### src/rtl/wb_slave_mem.sv
// wb_slave_mem: Wishbone classic slave with a small word-addressed register memory,
// programmable wait states and byte lanes. Define WB_SLAVE_ERR_EN to answer misses with s_err_o.
`ifndef WB_AW
`define WB_AW 32
`endif
`ifndef WB_DW
`define WB_DW 32
`endif
`ifndef WB_SELW
`define WB_SELW 4
`endif

module wb_slave_mem #(
  parameter logic [`WB_AW-1:0] BASE_ADDR   = '0,
  parameter int                DEPTH       = 16,
  parameter int                WAIT_STATES = 0
) (
  input  logic                  clk_i,
  input  logic                  rst_ni,
  input  logic                  s_cyc_i,
  input  logic                  s_stb_i,
  input  logic                  s_we_i,
  input  logic [`WB_AW-1:0]     s_addr_i,
  input  logic [`WB_SELW-1:0]   s_sel_i,
  input  logic [`WB_DW-1:0]     s_data_i,
  output logic [`WB_DW-1:0]     s_data_o,
  output logic                  s_ack_o,
  output logic                  s_err_o
);
  localparam int AW   = `WB_AW;
  localparam int DW   = `WB_DW;
  localparam int SELW = `WB_SELW;
  localparam int IDXW = (DEPTH > 1) ? $clog2(DEPTH) : 1;

  // Handshake: a transfer is requested while s_cyc_i & s_stb_i is high at a rising edge;
  // it completes with exactly one cycle of s_ack_o (or s_err_o) and the master must drop
  // s_stb_i on the edge that samples it. Dropping the request during WAIT aborts it.
  typedef enum logic [1:0] {
    S_IDLE = 2'd0,
    S_WAIT = 2'd1,
`ifdef WB_SLAVE_ERR_EN
    S_ERR  = 2'd3,
`endif
    S_ACK  = 2'd2
  } state_e;

  state_e          state_q, state_d;
  state_e          done_state;
  logic [3:0]      cnt_q, cnt_d;
  logic            ack_q, ack_d;
  logic [DW-1:0]   data_q, data_d;
  logic [DW-1:0]   mem_q [DEPTH];
  logic [DW-1:0]   mem_d [DEPTH];

  logic            req;
  logic            hit;
  logic            commit;
  logic [AW-1:0]   offset;
  logic [IDXW-1:0] idx;

  assign req    = s_cyc_i & s_stb_i;
  assign offset = s_addr_i - BASE_ADDR;
  // Extra bit keeps the range check correct when DEPTH equals 2**AW.
  assign hit    = (s_addr_i >= BASE_ADDR) && ({1'b0, offset} < (AW+1)'(DEPTH));
  assign idx    = offset[IDXW-1:0];

`ifdef WB_SLAVE_ERR_EN
  assign done_state = hit ? S_ACK : S_ERR;
`else
  assign done_state = S_ACK;
`endif

  always_comb begin
    state_d = state_q;
    cnt_d   = cnt_q;
    commit  = 1'b0;
    case (state_q)
      S_IDLE: begin
        if (req) begin
          if (WAIT_STATES == 0) begin
            state_d = done_state;
            commit  = 1'b1;
          end else begin
            cnt_d   = 4'(WAIT_STATES - 1);
            state_d = S_WAIT;
          end
        end
      end
      S_WAIT: begin
        if (!req) begin
          state_d = S_IDLE;
          cnt_d   = '0;
        end else if (cnt_q == 4'd0) begin
          state_d = done_state;
          commit  = 1'b1;
        end else begin
          cnt_d = cnt_q - 4'd1;
        end
      end
      default: state_d = S_IDLE;
    endcase
  end

  // Commit uses the live bus inputs on the edge that enters ACK.
  always_comb begin
    mem_d  = mem_q;
    data_d = data_q;
    if (commit) begin
      if (s_we_i) begin
        if (hit) begin
          for (int k = 0; k < SELW; k++) begin
            if (s_sel_i[k]) mem_d[idx][8*k +: 8] = s_data_i[8*k +: 8];
          end
        end
      end else begin
`ifdef WB_SLAVE_ERR_EN
        if (hit) data_d = mem_q[idx];
`else
        data_d = hit ? mem_q[idx] : '0;
`endif
      end
    end
    ack_d = (state_d == S_ACK);
  end

  always_ff @(posedge clk_i) begin
    if (!rst_ni) begin
      state_q <= S_IDLE;
      cnt_q   <= '0;
      ack_q   <= 1'b0;
      data_q  <= '0;
      for (int i = 0; i < DEPTH; i++) mem_q[i] <= '0;
    end else begin
      state_q <= state_d;
      cnt_q   <= cnt_d;
      ack_q   <= ack_d;
      data_q  <= data_d;
      mem_q   <= mem_d;
    end
  end

`ifdef WB_SLAVE_ERR_EN
  logic err_q, err_d;
  assign err_d = (state_d == S_ERR);
  always_ff @(posedge clk_i) begin
    if (!rst_ni) err_q <= 1'b0;
    else         err_q <= err_d;
  end
  assign s_err_o = err_q;
`else
  assign s_err_o = 1'b0;
`endif

  assign s_ack_o  = ack_q;
  assign s_data_o = data_q;

endmodule
### config.mk
export PLATFORM = sky130hd
export DESIGN_NAME = wb_slave_mem
export DESIGN_NICKNAME = d
export VERILOG_FILES = /design/src/rtl/wb_slave_mem.sv
export SDC_FILE = /design/constraint.sdc
export NUM_CORES = 1
export LEC_CHECK = 0
export ABC_CLOCK_PERIOD_IN_PS = 4600
export BUFFER_PORTS_ARGS = -buffer_cell sky130_fd_sc_hd__buf_2
export CAP_MARGIN = 5
export CORE_UTILIZATION = 25
export DETAILED_ROUTE_END_ITERATION = 7
export HOLD_SLACK_MARGIN = 0.05
export SYNTH_ARGS = -nofsm -noshare
export SYNTH_HDL_FRONTEND = slang
export SYNTH_SLANG_ARGS = --single-unit
export TNS_END_PERCENT = 1
### constraint.sdc
create_clock -name clk_i -period 4.6 [get_ports clk_i]
set_clock_uncertainty 0.2 [all_clocks]
set_input_delay 0.92 -clock clk_i [delete_from_list [all_inputs] [get_ports clk_i]]
set_output_delay 0.92 -clock clk_i [all_outputs]
set_load 0.02 [all_outputs]
# ---- After elaboration in Yosys (flattened, before gate mapping)
# Index checks and enable logic that the tools add are counted.
dict set report classes {
  reduce_logical 7
  bitwise 3
  eq_ne 3
  muxes 39
  addsub 1
  order_cmp 4
}
# operator count
set ops {}
lappend ops {{$mux W512} 13}
lappend ops {{$bwmux W512} 4}
lappend ops {{$demux W32 S4} 4}
lappend ops {{$bmux W32 S4} 1}
lappend ops {{$mux W32} 4}
lappend ops {{$ge A32 B1 Y1 const B} 1}
lappend ops {{$lt A32 B5 Y1 const B} 1}
lappend ops {{$mux W24} 1}
lappend ops {{$mux W16} 1}
lappend ops {{$mux W4} 2}
lappend ops {{$mux W8} 1}
lappend ops {{$mux W2} 3}
lappend ops {{$ge A5 B5 Y1 const B} 1}
lappend ops {{$lt A5 B1 Y1 const B} 1}
lappend ops {{$not A4 Y5} 1}
lappend ops {{$logic_not A4 Y1} 1}
lappend ops {{$pmux W2 S2} 1}
lappend ops {{$reduce_and A2 Y1} 2}
lappend ops {{$sub A4 B1 Y4 const B} 1}
lappend ops {{$mux W1} 3}
lappend ops {{$reduce_and A3 Y1} 1}
lappend ops {{$eq A2 B1 Y1 const B} 1}
lappend ops {{$eq A2 B2 Y1 const B} 1}
lappend ops {{$logic_and A1 B1 Y1} 2}
lappend ops {{other kinds (5)} 5}
dict set report totals {
  elab_cells 77
  register_bits 551
}

# ---- Logic depth before layout (Yosys ltp)
dict set report depth {
  depth_word 22
  mapped_depth 9
  mapped_depth_nobuf 7
}

# ---- Least setup slack after synthesis
# No wires, ideal clock.
dict set report synth_path {
  path_type {in2reg}
  startpoint {input port s_addr_i[0]}
  endpoint {register data_q[23], in the netlist s_data_o[23]}
  path_buffers 3
  setup_time_ns 0.117
  cell_stages 7
  required_ns 4.283
  setup_slack_ns 1.474
  arrival_time_ns 2.809
  cell_sequence {clkbuf_1 clkbuf_1 buf_1 mux4_2 a22oi_1 nand2_1 a22o_1}
}
dict set report synth_between {
  elab_chain_cells 5
  word_cells_on_any_way 8
}
# element line_no
set synth_lines {}
lappend synth_lines {{start, declared} 23} ;# input logic [`WB_AW-1:0] s_addr_i,
lappend synth_lines {{parallel branches: the longest is 4 deep, another holds $ge A32 B1 Y1} --}
lappend synth_lines {{$mux W32 *} 119} ;# data_d = hit ? mem_q[idx] : '0;
lappend synth_lines {{end signal, assigned} 137} ;# data_q <= data_d;
lappend synth_lines {{end, declared} 51} ;# logic [DW-1:0] data_q, data_d;
# Mark *: on every way between the ends. The select of a mux whose other input is x is not followed.
# A chain may end at the register's enable or synchronous reset.

# ---- Final worst setup path
dict set report layout_path {
  startpoint {register cnt_q[0]}
  endpoint {register mem_q[434] in the netlist's numbering}
}
dict set report layout_between {
  elab_chain_cells 5
}
# element line_no
set layout_lines {}
lappend layout_lines {{start, declared} 49} ;# logic [3:0] cnt_q, cnt_d;
lappend layout_lines {{start signal, assigned} 135} ;# cnt_q <= cnt_d;
lappend layout_lines {{$logic_not A4 Y1} 93} ;# end else if (cnt_q == 4'd0) begin
lappend layout_lines {{$mux W1} 93}
lappend layout_lines {{$mux W1} 90} ;# if (!req) begin
lappend layout_lines {{$pmux W1 S2} 77} ;# case (state_q)
lappend layout_lines {{$reduce_and A3 Y1 (no source line)} --}
lappend layout_lines {{end signal, assigned} 138} ;# mem_q <= mem_d;
lappend layout_lines {{end, declared} 52} ;# logic [DW-1:0] mem_q [DEPTH];
# No other way between the ends.

==> key figures <==
Cells and area
  • Fin area: 0.0278 mm^2
  • Area Growth Syn to Fin: 15.7%
  • Area of the multi-input gates: 0.0123 mm^2
  • Final net count: 2,329
  • Final Non-Filler Cells: 3,562
  • Layout cell share with drive strength beyond 1: 18.0%
  • Most common cell after layout, fill and taps aside: nor2_1
  • Sequential Area: 0.0110 mm^2
  • Commonest non-fill, non-tap cells in the layout: 568 x nor2_1, 551 x dfxtp_1, 512 x mux2i_1, 128 x mux4_2, 103 x buf_2
  • # fillers: 9,906

Flow run
  • Max cap viols: 0

Place
  • Post-Place Cells: 3,460
  • DP HPWL: 39,200 um
  • Port bufs: 105
  • Dpl cell area: 0.0260 mm^2
  • Global placement routability congestion: 0.758

STA
  • Final Max Tran Viols: 0
  • Slew at the pin closest to its max-slew limit: 1090 ps
  • Fmax achieved: 294 MHz
  • Final Setup Violations: 0
  • Final hold slack: 276 ps
  • Accumulated negative setup slack: 0 ps
  • Count of endpoints failing hold in the final timing report: 0
  • Slew HR: 27.5%
  • Fin crit period: 3400 ps
  • Fin crit share: 73.9%
  • RSZ-0062 raised after global routing: false

Setup path
  • Crit path largest cell delay: 710 ps
  • CP max FO: 16
  • Worst setup SP type: register
  • Endpoint type of the worst setup path: register
  • Worst R2R End: mem_q[434]
  • Reg2reg start: cnt_q[0]
  • CP required: 4870 ps
  • Delay-heaviest family, CP: simple AND/OR/NAND/NOR gates
  • WP data arrival: 3670 ps
  • R2r worst-path depth: 8
  • Crit Path Category: reg2reg
  • Worst path cell trace: inv_1 -> ha_1 -> or3b_4 -> a211oi_4 -> buf_4 -> nand4_1 -> mux2i_1 -> nor2_1
  • CP max stage cell: a211oi_4
  • Worst R2R Setup Slack: 1200 ps
  • Buf+Inv Stages, Crit Path: 2

Drt
  • DRC: 0
  • DRT iter0 DRCs: 1,186
  • Vias after detailed routing: 16,500
  • Wire per inst: 17.5 um
  • Avg Vias per Cell: 4.62
  • Post-Route WL: 62,500 um
  • Antenna-violating nets left: 0
  • TritonRoute pass-1 iters: 5

CTS
  • CTS buffer count: 57
  • Worst-Skew Late Latency: 610 ps
  • Clock Sinks: 551
  • Clk pin slew, worst setup/hold paths: 60 ps
  • Post-CTS Setup Bufs: 0
  • Post-CTS Hold Buffers: 0
  • Cts repair resizes: 0
  • Clock Path Buffers: 3
  • CTS tree: built
  • H-tree Lvls: 2
  • CTS root buf: clkbuf_16

Synth
  • Most used flip-flop cell after synthesis: dfxtp_1
  • Synth Warn #: 0
  • FFs w/ async S/R, synth: 0%
  • Cells after Synth: 2,207
  • Library cells used by synthesis: 40
  • Synthesized area: 0.0240 mm^2
  • Post-synth net total: 2,282
  • Post-synth EDFFs: 0
  • Seq/Total Area, Yosys: 45.9%
  • Synth Register Bits: 551
  • Syn_area_per_cell: 10.9 um^2

Power and ir drop
  • Static Leak: 12.4 nW
  • PwrDens: 348 mW/mm^2
  • Peak supply drop: 321 uV
  • Final total power: 9.68 mW

Die
  • Die Wd: 312 um
  • Initial Util: 25.3%
  • Rows: 113
  • Core Area: 0.0950 mm^2
  • I/O pin cnt: 107
  • Die Ht: 312 um
  • Die footprint: 0.0973 mm^2

Global route
  • GRT Total Usage: 12.6%
  • Initial antenna violation count: 6
  • First-pass GRT wire length: 97,500 um
  • Vias in the first global route: 16,000
  • GR Overflow Total: 0
  • Largest net degree at the start of global routing: 221

Worst hold path
  • WHS Path Cells: 1
  • Hold path start: s_data_o[11]
  • HP Class: reg2reg
  • Worst hold endpoint: s_data_o[11]

Run status
  • Outcome: completed
## cells by family (layout without fill, tap and decap cells)
family | after synthesis | count (layout) | share of synthesized area, %
buffers and inverters | 183 | 272 | 3.10
XOR/XNOR | 2 | 2 | 0.0730
AO/OA/AOI/OAI | 101 | 101 | 3.37
other | 1 | 2 | 0.0156
flip-flops | 551 | 551 | 45.9
multiplexers | 640 | 640 | 33.4
adder cells (fa/ha/maj) | 2 | 2 | 0.104
AND/OR/NAND/NOR | 727 | 727 | 14.0
## stage by stage
stage / utilization, % / setup slack [ps]
detailed placement: 27.3 / 857
global placement: 27.3 / 908
global route: 29.2 / 931
finish: 29.2 / 1200
CTS: 29.2 / 1180
floorplan: - / 1470
## synthesized netlist by cell type (2+ instances only)
| cell | n | area [um^2] |
|---|---|---|
| and2_1 | 2 | 12.5 |
| nor4_4 | 18 | 383 |
| nor4_1 | 8 | 50.1 |
| and4_1 | 3 | 26.3 |
| buf_4 | 2 | 15.0 |
| mux2i_1 | 512 | 5120 |
| or4b_2 | 3 | 30.0 |
| mux4_2 | 128 | 2880 |
| xnor2_1 | 2 | 17.5 |
| nand4bb_1 | 2 | 22.5 |
| nand2_1 | 38 | 143 |
| a22oi_1 | 64 | 480 |
| nor2b_1 | 2 | 12.5 |
| clkbuf_1 | 129 | 484 |
| a22o_1 | 32 | 280 |
| nor2_1 | 570 | 2140 |
| or4bb_1 | 4 | 45.0 |
| buf_1 | 20 | 75.1 |
| buf_2 | 25 | 125 |
| dfxtp_1 | 551 | 11000 |
| inv_1 | 4 | 15.0 |
| nand3_1 | 11 | 55.1 |
| a211oi_1 | 2 | 15.0 |
| ha_1 | 2 | 25.0 |
| nand4_1 | 48 | 300 |
| nand4b_1 | 11 | 96.3 |
## metal layers
layer	share of wire [%]	vias up	track usage, %
met2	45	337	19.8
met5	0.066	-	0
li1	-	7969	-
met1	47	8067	17.6
met3	5.1	88	2.51
met4	2.1	8	3.48
## sequential cells by signal, summed over array words and instances (netlist names)
signal and flops:
s_data_o 32, cnt_q 4, state_q 2, s_ack_o 1
mem_q 512
## report_power, final
part	switching (mW)	internal (mW)	leakage [nW]	total (mW)
Sequential	0.000798	4.77	4.44	4.77
Combinational	0.312	0.106	7.12	0.417
Clock	1.91	2.58	0.889	4.49
## how the worst max path moves through the flow
stage                            start            to  slack, ps  depth (start not counted)
after floorplan            s_addr_i[0]  s_data_o[23]       1470                          7
after global placement    s_addr_i[15]    mem_q[447]        910                          7
after detailed placement  s_addr_i[15]    mem_q[441]        860                          7
after CTS                     cnt_q[0]    mem_q[434]       1180                          8
after global routing          cnt_q[0]    mem_q[438]        930                          8
final                         cnt_q[0]    mem_q[434]       1200                          8
## layout make-up
| type | count | share of cell area, % |
|---|---|---|
| inverters | 5 | 0.0946 |
| diodes | 1 | 0.00901 |
| flip-flops and latches | 551 | 39.7 |
| clock inverters | 20 | 0.594 |
| well taps | 1265 | 5.70 |
| multi-input cells | 1473 | 44.2 |
| clock buffers | 81 | 5.90 |
| repair buffers | 166 | 3.78 |
Note: power is estimated with default switching activity, not from simulation.
